File: config.mk
export PLATFORM = sky130hd
export DESIGN_NAME = flappy_game_ctrl
export DESIGN_NICKNAME = d
export VERILOG_FILES = /design/src/rtl/flappy_pkg.sv /design/src/rtl/flappy_tick_gen.sv /design/src/rtl/flappy_game_ctrl.sv
export SDC_FILE = /design/constraint.sdc
export NUM_CORES = 1
export LEC_CHECK = 0
export ABC_CLOCK_PERIOD_IN_PS = 6080
export CAP_MARGIN = 25
export CORE_UTILIZATION = 55
export DETAILED_ROUTE_END_ITERATION = 6
export PLACE_DENSITY = 0.82
export SYNTH_ARGS = -nofsm -noshare
export SYNTH_HDL_FRONTEND = slang
export SYNTH_SLANG_ARGS = --single-unit
File: constraint.sdc
create_clock -name clock -period 6.08 [get_ports clock]
set_input_delay 1.216 -clock clock [delete_from_list [all_inputs] [get_ports clock]]
set_output_delay 1.216 -clock clock [all_outputs]
set_load 0.01 [all_outputs]
File: src/rtl/flappy_pkg.sv
// Shared types and defaults for the Flappy Bird matrix game.
// Used by the controller, bird-cell logic and pipe scroller.
package flappy_pkg;

   typedef enum logic [1:0] {
      IDLE = 2'b00,
      PLAY = 2'b01,
      LOST = 2'b10
   } state_t;

   localparam int          ROWS          = 8;
   localparam int          DEF_START_ROW = 3;
   localparam logic [10:0] DEF_TICK_MAX  = 11'd1791;

   function automatic logic [ROWS-1:0] onehot(input logic [2:0] r);
      logic [ROWS-1:0] v;
      v    = '0;
      v[r] = 1'b1;
      return v;
   endfunction

endpackage

File: src/rtl/flappy_tick_gen.sv
// Game-step counter; tick is a decode of the registered count.
// Count is held at zero whenever disabled or cleared.
module flappy_tick_gen
   import flappy_pkg::*;
#(
   parameter logic [10:0] TICK_MAX = DEF_TICK_MAX
) (
   input  logic clock,
   input  logic reset,
   input  logic en,
   input  logic clr,
   output logic tick
);

   logic [10:0] count;

   always_ff @(posedge clock) begin
      if (reset || clr || !en)
         count <= '0;
      else if (count == TICK_MAX)
         count <= '0;
      else
         count <= count + 11'd1;
   end

   assign tick = en && (count == TICK_MAX);

endmodule

File: src/rtl/flappy_game_ctrl.sv
// Flappy Bird game sequencer: state machine, bird position,
// flap resolution, collision detection and score keeping.
module flappy_game_ctrl
   import flappy_pkg::*;
#(
   parameter logic [10:0] TICK_MAX  = DEF_TICK_MAX,
   parameter int          START_ROW = DEF_START_ROW
) (
   input  logic       clock,
   input  logic       reset,
   input  logic       KEY0,
   input  logic [7:0] pipeCol,
   output logic       tick,
   output logic [7:0] birdRow,
   output logic       lossDetect,
   output logic [7:0] score,
   output logic [1:0] gameState
);

   state_t     state, state_n;
   logic [2:0] row, row_n;
   logic [7:0] score_q, score_n;
   logic       fp, fp_n;
   logic       key_q;
   logic       key_rise;
   logic       flap, ground;
   logic [2:0] next_row;

   assign key_rise = KEY0 & ~key_q;

   flappy_tick_gen #(.TICK_MAX(TICK_MAX)) u_tick (
      .clock (clock),
      .reset (reset),
      .en    (state == PLAY),
      .clr   (state_n != PLAY),
      .tick  (tick)
   );

   always_ff @(posedge clock) begin
      if (reset) begin
         state   <= IDLE;
         row     <= 3'(START_ROW);
         score_q <= '0;
         fp      <= 1'b0;
         key_q   <= 1'b0;
      end else begin
         state   <= state_n;
         row     <= row_n;
         score_q <= score_n;
         fp      <= fp_n;
         key_q   <= KEY0;
      end
   end

   always_comb begin
      state_n  = state;
      row_n    = row;
      score_n  = score_q;
      fp_n     = fp;
      flap     = 1'b0;
      ground   = 1'b0;
      next_row = row;
      unique case (state)
         IDLE: begin
            row_n = 3'(START_ROW);
            fp_n  = 1'b0;
            if (key_rise) begin
               state_n = PLAY;
               score_n = '0;
            end
         end
         PLAY: begin
            if (key_rise)
               fp_n = 1'b1;
            if (tick) begin
               fp_n = 1'b0;
               flap = fp | key_rise;
               if (flap)
                  next_row = (row == 3'd7) ? 3'd7 : row + 3'd1;
               else if (row == 3'd0)
                  ground = 1'b1;
               else
                  next_row = row - 3'd1;
               row_n = next_row;
               // a ground hit leaves the bird parked on row 0
               if (ground || pipeCol[next_row]) begin
                  state_n = LOST;
               end else if ((|pipeCol) && (score_q != 8'hFF)) begin
                  score_n = score_q + 8'd1;
               end
            end
         end
         LOST: begin
            fp_n = 1'b0;
            if (key_rise) begin
               state_n = IDLE;
               row_n   = 3'(START_ROW);
            end
         end
         default: begin
            state_n = IDLE;
            row_n   = 3'(START_ROW);
            fp_n    = 1'b0;
         end
      endcase
   end

   assign birdRow    = onehot(row);
   assign score      = score_q;
   assign lossDetect = (state == LOST);
   assign gameState  = state;

endmodule

==> results_dict.tcl, run 1 <==
set metrics [dict create \
    seq_power_share 0.522 \
    dr.pass1.iters 4 \
    fin_tns_setup_ns 0 \
    synth-seq-area-share 0.3355 \
    switchingPower_uw 77.98 \
    synth_area_leaders "dfxtp_1 34%, nor2_1 5.3%, a21oi_1 5.2%" \
    syn-num-nets 202 \
    io_buffers 30 \
    synth_cell_types 48 \
    finalHoldViolCount 0 \
    fillers 201 \
    final_cell_area_mm2 0.001886 \
    synth_edf_count 0 \
    antenna_found_initial 0 \
    r2r_slack_ns 2.93 \
    die-area_mm2 0.003037 \
    vias 1452 \
    max_freq_mhz 257.7 \
    syn_to_final_growth_pct 21.53 \
    cts_made_buffers 3 \
    cp-start-kind "input pin" \
    yosys.area.top_type "dfxtp_1" \
    critical_path_class "in2reg" \
    place_area_mm2 0.001833 \
    ys_async_sr_fraction 0 \
    cts.sinks 26 \
    dieWidth_um 55.11 \
    cts-root-buf "clkbuf_4" \
    cp_data_arrival_time_ns 4.16 \
    floorplan.initialDensity 0.6043 \
    cts_tree "done" \
    p_clk_frac 0.361 \
    io_pins 31 \
    drc 0 \
    globalplace.congestion 0.8701 \
    wl_per_cell_um 14.11 \
    p_comb_frac 0.117 \
    postCtsHoldBufs 0 \
    dp_hpwl_um 2546 \
    tightest_slew_ns 0.6898 \
    status "finished clean" \
    drive_above_1_share 0.07075 \
    grt_pass1_wl_um 5271 \
    cp_max_fo 14 \
    rows 18 \
    syn-instance-count 186 \
    slew_viol_final 0 \
    irDropWorstVdd_uv 260.4 \
    synth_seq_cells 26 \
    synth_flop_cell "dfxtp_1" \
    yosysWarningCount 0 \
    grt_max_degree 16 \
    p_int_uw 256.5 \
    relSlewSlack 0.5374 \
    drv_cap 0 \
    power_density_mw_per_mm2 177.4 \
    die_h_um 55.11 \
    antenna_cells 0 \
    rsz0062_at_grt "false" \
    totalWireLength_um 3414 \
    fin_crit_ns 3.880 \
    cts_setup_buffers 0 \
    crit_required_ns 6.36 \
    netlist_area_mm2 0.001551 \
    end_kind "register" \
    power_leakage_nw 0.6824 \
    hp-class "reg2reg" \
    post-route-period-util 0.6381 \
    htree_levels 1 \
    clkTransAtPathRegs_ns 0.15 \
    synth_area_per_cell_um2 8.341 \
    ant_nets 0 \
    p_sw_frac 0.2331 \
    clock_latency_ns 0.33 \
    track_usage 0.2406 \
    clk_path_buf_depth 2 \
    fin_skew_ns 0.01150 \
    grt_pass1_vias 1229 \
    setup_violations 0 \
    fin_nets 229 \
    drt-vias-per-instance 6.000 \
    first_iter_violations 93 \
    overflow 0 \
    fp.coreArea_mm2 0.002567 \
    cts_resized 0 \
    synth_top_area_frac 0.3355 \
]
-- power groups by stage --
| stage | Sequential [mW] | Clock [mW] | Combinational (mW) |
|---|---|---|---|
| floorplan | 0.178 | 0 | 0.0278 |
| finish | 0.175 | 0.121 | 0.0390 |
| global route | 0.175 | 0.128 | 0.0427 |
| CTS | 0.175 | 0.123 | 0.0387 |
| detailed placement | 0.178 | 0 | 0.0384 |
| global placement | 0.178 | 0 | 0.0371 |
-- logic make-up after synthesis --
group | Yosys count | share of synthesized area
adders and majority gates | 5 | 0.04032
buffers and inverters | 15 | 0.05484
xor gates and xnor gates | 11 | 0.06694
muxes | 2 | 0.01452
AOI/OAI and AO/OA | 48 | 0.2097
and+or+nand+nor | 79 | 0.2782
DFF | 26 | 0.3355
-- flip-flops by register name, summed over array words and instances (netlist names) --
register and cells:
fp 1, score 8, gameState 2, row 3, u_tick.count 11, key_q 1
-- per-stage QoR --
step           worst slack (ns)  utilization  hold WS [ns]  std cells  total power [mW]
3_3_place_gp              2.049       0.7139        0.4278        238            0.2152
4_1_cts                   2.237       0.7344        0.4596        242            0.3367
3_5_place_dp              1.879       0.7139        0.4367        238            0.2166
6_report                  2.200       0.7344        0.4594        242            0.3345
2_1_floorplan             2.707            -        0.4175        186            0.2060
5_1_grt                   1.951       0.7344        0.5106        242            0.3455
-- final cells by class --
cell class	instances	area (µm²)	area share
clock inverter	1	30.03	0.01593
inverter	7	28.78	0.01526
clock buffer	3	22.52	0.01194
sequential	26	520.5	0.2760
tap	30	37.54	0.01991
multi-input combinational	145	945.9	0.5017
timing repair buffer	30	300.3	0.1593
-- cell usage in the layout, fill, tap and decap left out, drive strengths merged, types with 2 or more instances in the layout --
master,n
clkdlybuf4s50,30
dfxtp,26
nor2,22
a21oi,16
nand3,11
o21ai,9
nand2,8
o211ai,8
inv,7
xnor2,7
and3,6
or3,6
nor2b,6
ha,5
nor3,4
xor2,4
nand2b,4
nor4,3
clkbuf,3
mux2,2
o21bai,2
o21a,2
a2111oi,2
or2,2
-- Yosys cell counts, drive strengths merged (2+ instances only) --
cell type and number:
o21bai 2, or3 6, and3 6, nor4 3
a21oi 16, mux2 2, or2 2, clkbuf 4
o21a 2, nand2 8, xnor2 7, inv 7
o211ai 8, nand3 11, nor2b 6, o21ai 9
xor2 4, nand2b 4, a2111oi 2, nor2 22
nor3 4, dfxtp 26, ha 5, buf 4
-- critical path, stage by stage --
cell and delay [ns]:
clkdlybuf4s50_1 0.48, nor2b_4 0.29, or2_1 0.37, o21ai_1 0.20
mux2_2 0.32, a2111oi_2 0.51, o31ai_2 0.24, or3_1 0.39
a21oi_1 0.14
-- final timing paths --
kind | startpoint | to | depth (start not counted)
hold / removal | u_tick.count[0]$_SDFF_PP0_ | u_tick.count[0]$_SDFF_PP0_ | 1
setup reg to reg | row[0]$_SDFFE_PP1P_ | score[4]$_SDFFE_PP0P_ | 10
setup / recovery | KEY0 | score[4]$_SDFFE_PP0P_ | 9
hold reg to reg | u_tick.count[0]$_SDFF_PP0_ | u_tick.count[0]$_SDFF_PP0_ | 1
-- routing by layer --
layer | GRT usage | vias to the layer above | wire [µm]
li1 | - | 725 | -
met1 | 0.3256 | 665 | 1587
met2 | 0.3896 | 55 | 1557
met3 | 0.03825 | 7 | 217
met4 | 0.07500 | 0 | 51
met5 | 0 | - | 0
No activity file was read; power rests on OpenSTA's default activity.
==> run 2: changes to the inputs <==
--- a/config.mk
+++ b/config.mk
@@ -5,11 +5,11 @@
 export SDC_FILE = /design/constraint.sdc
 export NUM_CORES = 1
 export LEC_CHECK = 0
-export ABC_CLOCK_PERIOD_IN_PS = 6080
+export ABC_CLOCK_PERIOD_IN_PS = 3300
 export CAP_MARGIN = 25
-export CORE_UTILIZATION = 55
+export CORE_UTILIZATION = 46
 export DETAILED_ROUTE_END_ITERATION = 6
-export PLACE_DENSITY = 0.82
+export PLACE_DENSITY = 0.73
 export SYNTH_ARGS = -nofsm -noshare
 export SYNTH_HDL_FRONTEND = slang
 export SYNTH_SLANG_ARGS = --single-unit
==> constraint.sdc (replaced) <==
create_clock -name clock -period 3.3 [get_ports clock]
set_input_delay 0.66 -clock clock [delete_from_list [all_inputs] [get_ports clock]]
set_output_delay 0.66 -clock clock [all_outputs]
set_load 0.01 [all_outputs]
==> run 2 against run 1 <==
Compared with the run above: register-to-register slack worse by 2.5 ns; flip-flop and latch count unchanged; highest routed layer unchanged; sequential share of layout area down 1.4 points; design area up 5.6%.
==> results_dict.tcl, run 2 (synthesized netlist as in run 1, its figures left out) <==
set metrics [dict create \
    status "finished clean" \
    fin_ws_ns 0.1513 \
    largest_reg_flops 11 \
    overflow 0 \
    vias 1485 \
    relSlewSlack 0.5642 \
    track_usage 0.2000 \
    fin_tns_setup_ns 0 \
    finalHoldViolCount 0 \
    critical_path_class "in2reg" \
    wl_per_cell_um 12.87 \
    grt_pass1_wl_um 5526 \
    fp.coreArea_mm2 0.003128 \
    drc 0 \
    cts_made_buffers 3 \
    end_kind "register" \
    drive_above_1_share 0.1422 \
    tightest_slew_ns 0.6498 \
    syn_to_final_growth_pct 28.31 \
    place_ws_ns -0.1417 \
    p_total_uw 567.4 \
    max_freq_mhz 317.6 \
    cts_tree "done" \
    rsz0062_at_grt "false" \
    post-route-period-util 0.9541 \
    dieWidth_um 60.08 \
    placed_cells 265 \
    first_iter_violations 42 \
    die_h_um 60.08 \
    final_cell_area_mm2 0.001991 \
    worst_path_max_delay_cell "o31ai_2" \
    final_common_cell "clkdlybuf4s50_1" \
    floorplan.initialDensity 0.4960 \
    hold_slack_ns 0.4255 \
    clock_latency_ns 0.32 \
    place_area_mm2 0.001948 \
    slew_viol_final 0 \
    path_cells "clkdlybuf4s50_1 -> nor2b_4 -> buf_4 -> o31a_1 -> a221o_1 -> a21oi_1 -> a2111oi_2 -> buf_4 -> o31ai_2 -> buf_4 -> nand2_1 -> a21oi_1" \
    die-area_mm2 0.003609 \
    worst-r2r-cell-count 11 \
    fin_skew_ns 0.009854 \
    instances_no_fill 269 \
    clkTransAtPathRegs_ns 0.14 \
    cts.sinks 26 \
    dp_hpwl_um 2689 \
    power_leakage_nw 0.7361 \
    power_density_mw_per_mm2 285.0 \
    r2r_slack_ns 0.40 \
    globalplace.congestion 0.7613 \
    cp-start-kind "input pin" \
    antenna_cells 0 \
    htree_levels 1 \
    cts-root-buf "clkbuf_4" \
    cp_max_fo 12 \
    fin_util 0.6364 \
    min_path_cells 1 \
    drv_cap 0 \
    mostFrequentLayoutCells "30 x clkdlybuf4s50_1, 25 x dfxtp_1, 22 x nor2_1" \
    grt_max_degree 15 \
    antenna_found_initial 0 \
    grt_pass1_vias 1334 \
    drt-vias-per-instance 5.520 \
    crit_required_ns 3.55 \
    io_pins 31 \
    io_buffers 30 \
    clk_path_buf_depth 2 \
    cp_data_arrival_time_ns 3.40 \
    fin_nets 242 \
    totalWireLength_um 3462 \
    hp-class "reg2reg" \
    setup_violations 0 \
    rows 20 \
    dr.pass1.iters 4 \
    largest_register "u_tick.count" \
    ant_nets 0 \
    slowest_delay_ns 0.57 \
    fin_crit_ns 3.149 \
    path_common_cell "buf_4" \
    irDropWorstVdd_uv 286.3 \
]
## run 2: changes by cell type in the layout (fill, tap and decap cells not counted)
cell / delta
dfxtp_2: +1
inv_2: +1
o21ai_1: -1
inv_1: -1
buf_4: +13
and4_1: -1
and4_2: +1
o21ai_2: +1
bufinv_16: -1
dfxtp_1: -1
clkbuf_8: +1
## run 2: worst paths after layout
| check | endpoint | startpoint |
|---|---|---|
| min | u_tick.count[0]$_SDFF_PP0_ | u_tick.count[0]$_SDFF_PP0_ |
| max reg2reg | score[0]$_SDFFE_PP0P_ | row[0]$_SDFFE_PP1P_ |
| max | score[0]$_SDFFE_PP0P_ | KEY0 |
| min reg2reg | u_tick.count[0]$_SDFF_PP0_ | u_tick.count[0]$_SDFF_PP0_ |
## run 2: repair_timing
action,CTS,global route
setup endpoints to repair,0,2
setup buffers,0,0
gates resized for setup,0,4
hold buffers,0,0
## run 2: worst max-delay path, delay by kind of cell
family | cells | cell delay [ns]
buffers and inverters | 4 | 0.95
AND/OR/NAND/NOR | 2 | 0.19
AO/OA/AOI/OAI | 6 | 1.58
## run 2: power breakdown
part / switching [mW] / internal [mW] / leakage [nW]
clock network: 0.0891 / 0.0675 / 0.0210
logic: 0.0435 / 0.0455 / 0.504
registers: 0.00447 / 0.317 / 0.211
total: 0.137 / 0.430 / 0.736
## run 2: layout make-up
type / instances / area (µm²)
Fill cell: 279 / 1137
Multi-Input combinational cell: 145 / 950.9
Sequential cell: 26 / 521.8
Timing Repair Buffer: 43 / 397.9
Tap cell: 44 / 55.05
Clock buffer: 4 / 36.28
Inverter: 7 / 28.78
## run 2: metal layers
| layer | up-vias | track usage | routed length [µm] |
|---|---|---|---|
| met3 | 5 | 0.02597 | 106 |
| met1 | 703 | 0.2427 | 1662 |
| met4 | 0 | 0.07973 | 36 |
| met2 | 28 | 0.3540 | 1655 |
| met5 | - | 0 | 0 |
| li1 | 749 | - | - |
==> run 3: changes to the inputs <==
--- a/config.mk
+++ b/config.mk
@@ -9,7 +9,9 @@
 export CAP_MARGIN = 25
 export CORE_UTILIZATION = 46
 export DETAILED_ROUTE_END_ITERATION = 6
+export GPL_TIMING_DRIVEN = 0
 export PLACE_DENSITY = 0.73
+export SETUP_SLACK_MARGIN = 0.1
 export SYNTH_ARGS = -nofsm -noshare
 export SYNTH_HDL_FRONTEND = slang
 export SYNTH_SLANG_ARGS = --single-unit
==> run 3 against run 2 <==
Compared with the run above: design area increased by 0.13%; critical path depth decreased by 5; clock skew decreased by 0.0034 ns.
==> results_dict.tcl, run 3 (synthesized netlist as in run 1, its figures left out) <==
set metrics [dict create \
    status "finished clean" \
    hp-start "u_tick.count[0]$_SDFF_PP0_" \
    power_leakage_nw 0.7077 \
    cts_tree "done" \
    cp_max_fo 4 \
    drv_cap 0 \
    ant_nets 0 \
    postCtsHoldBufs 0 \
    largest_register "u_tick.count" \
    fillers 281 \
    rsz0062_at_grt "true" \
    r2r-start "row[0]$_SDFFE_PP1P_" \
    relSlewSlack 0.6333 \
    power_density_mw_per_mm2 314.6 \
    slowest_delay_ns 0.54 \
    floorplan.initialDensity 0.4960 \
    worst_path_max_delay_cell "clkdlybuf4s50_1" \
    wl_per_cell_um 13.93 \
    path_delay_family "simple AND/OR/NAND/NOR gates" \
    setup_violations 0 \
    fin_skew_ns 0.006461 \
    globalplace.congestion 0.8001 \
    track_usage 0.2251 \
    totalWireLength_um 3678 \
    antenna_cells 0 \
    max_freq_mhz 326.7 \
    dp_hpwl_um 2758 \
    cts_made_buffers 3 \
    min_path_cells 1 \
    slew_viol_final 0 \
    post-route-period-util 0.9275 \
    drt-vias-per-instance 5.576 \
    path_cells "ha_1 -> and3_2 -> and4_4 -> and4b_1 -> nand3b_1 -> inv_2 -> clkdlybuf4s50_1" \
    place_ws_ns -0.2822 \
    overflow 0 \
    fin_ws_ns 0.2392 \
    irDropWorstVdd_uv 244.5 \
    clkTransAtPathRegs_ns 0.14 \
    drc 0 \
    end_kind "output pin" \
    grt_pass1_wl_um 5996 \
    finalHoldViolCount 0 \
    cp-start-kind "register" \
    final_common_cell "clkdlybuf4s50_1" \
    hp-class "reg2reg" \
    r2r_slack_ns 0.34 \
    cts-root-buf "clkbuf_4" \
    drive_above_1_share 0.1182 \
    largest_reg_flops 11 \
    tightest_slew_ns 0.5501 \
    cp_data_arrival_time_ns 2.40 \
    mostFrequentLayoutCells "29 x clkdlybuf4s50_1, 25 x dfxtp_1, 22 x nor2_1" \
    fp.coreArea_mm2 0.003128 \
    rows 20 \
    placed_cells 259 \
    min_to "u_tick.count[0]$_SDFF_PP0_" \
    vias 1472 \
    critical_path_class "reg2out" \
    syn_to_final_growth_pct 28.47 \
    crit_required_ns 2.64 \
    cts.sinks 26 \
    htree_levels 1 \
    worst-r2r-cell-count 12 \
    fin_util 0.6372 \
    clock_latency_ns 0.33 \
    fin_crit_ns 3.061 \
    die_h_um 60.08 \
    first_iter_violations 65 \
    grt_max_degree 16 \
    instances_no_fill 264 \
    r2r_end "score[7]$_SDFFE_PP0P_" \
    multi_input_area_um2 980.9 \
    clk_path_buf_depth 2 \
    dr.pass1.iters 4 \
    io_pins 31 \
    dieWidth_um 60.08 \
    fin_nets 237 \
    regArea_um2 521.8 \
    worst-path-buf-inv 2 \
    grt_pass1_vias 1344 \
    antenna_found_initial 0 \
    die-area_mm2 0.003609 \
    io_buffers 29 \
]
==> run 3: cell types whose count changed in the layout (fill, tap and decap cells not counted), sizes merged <==
cell / delta
buf: -8
bufinv: +1
clkbuf: +3
clkdlybuf4s50: -1
==> run 3: how the worst max path moves through the flow <==
stage | startpoint | endpoint | cells after the start
floorplan | KEY0 | score[6]$_SDFFE_PP0P_ | 9
global placement | KEY0 | score[6]$_SDFFE_PP0P_ | 10
detailed placement | KEY0 | score[7]$_SDFFE_PP0P_ | 10
CTS | u_tick.count[0]$_SDFF_PP0_ | tick | 7
global route | KEY0 | score[7]$_SDFFE_PP0P_ | 10
finish | u_tick.count[0]$_SDFF_PP0_ | tick | 7
==> run 3: what timing repair did <==
item / CTS / global route
resized for setup: 3 / 6
endpoints found under the setup margin: 3 / 3
setup buffers: 0 / 1
==> run 3: layout make-up <==
cell class,count,share of cell area
Buffer,8,0.02825
Tap cell,44,0.02762
Clock inverter,1,0.01507
Timing Repair Buffer,30,0.1494
Multi-Input combinational cell,145,0.4922
Inverter,7,0.01444
Sequential cell,26,0.2618
Clock buffer,3,0.01130
==> run 3: power breakdown <==
group | internal [mW] | leakage [nW] | switching [mW]
logic | 0.0396 | 0.470 | 0.0448
registers | 0.317 | 0.210 | 0.00469
clock network | 0.123 | 0.0279 | 0.0978
total | 0.480 | 0.708 | 0.147
==> run 3: through the flow <==
stage	total power [mW]	setup TNS, ns	cell area, µm²	hold slack (ns)
after floorplan	0.3794	0	1551	0.4175
after global placement	0.4042	-0.9382	1897	0.4278
after detailed placement	0.4057	-1.380	1897	0.4419
after CTS	0.6292	0	1966	0.4709
after global routing	0.6510	0	1993	0.5000
final	0.6270	0	1993	0.4713
==> run 3: layer usage <==
layer,vias up,GRT usage,share of wire
li1,740,-,-
met1,685,0.2753,0.43
met2,36,0.3857,0.50
met3,11,0.03247,0.043
met4,0,0.1063,0.025
met5,-,0,0
==> run 3: worst reg2reg max path, stage by stage (launching register included) <==
cell and delay, ns:
dfxtp_1 0.34, buf_4 0.16, inv_4 0.09, ha_2 0.25, nand2b_4 0.08, xnor2_2 0.15
o21ai_2 0.23, mux2_2 0.41, a2111oi_4 0.43, o31ai_2 0.17, buf_6 0.16, or3_1 0.31
a21oi_1 0.14
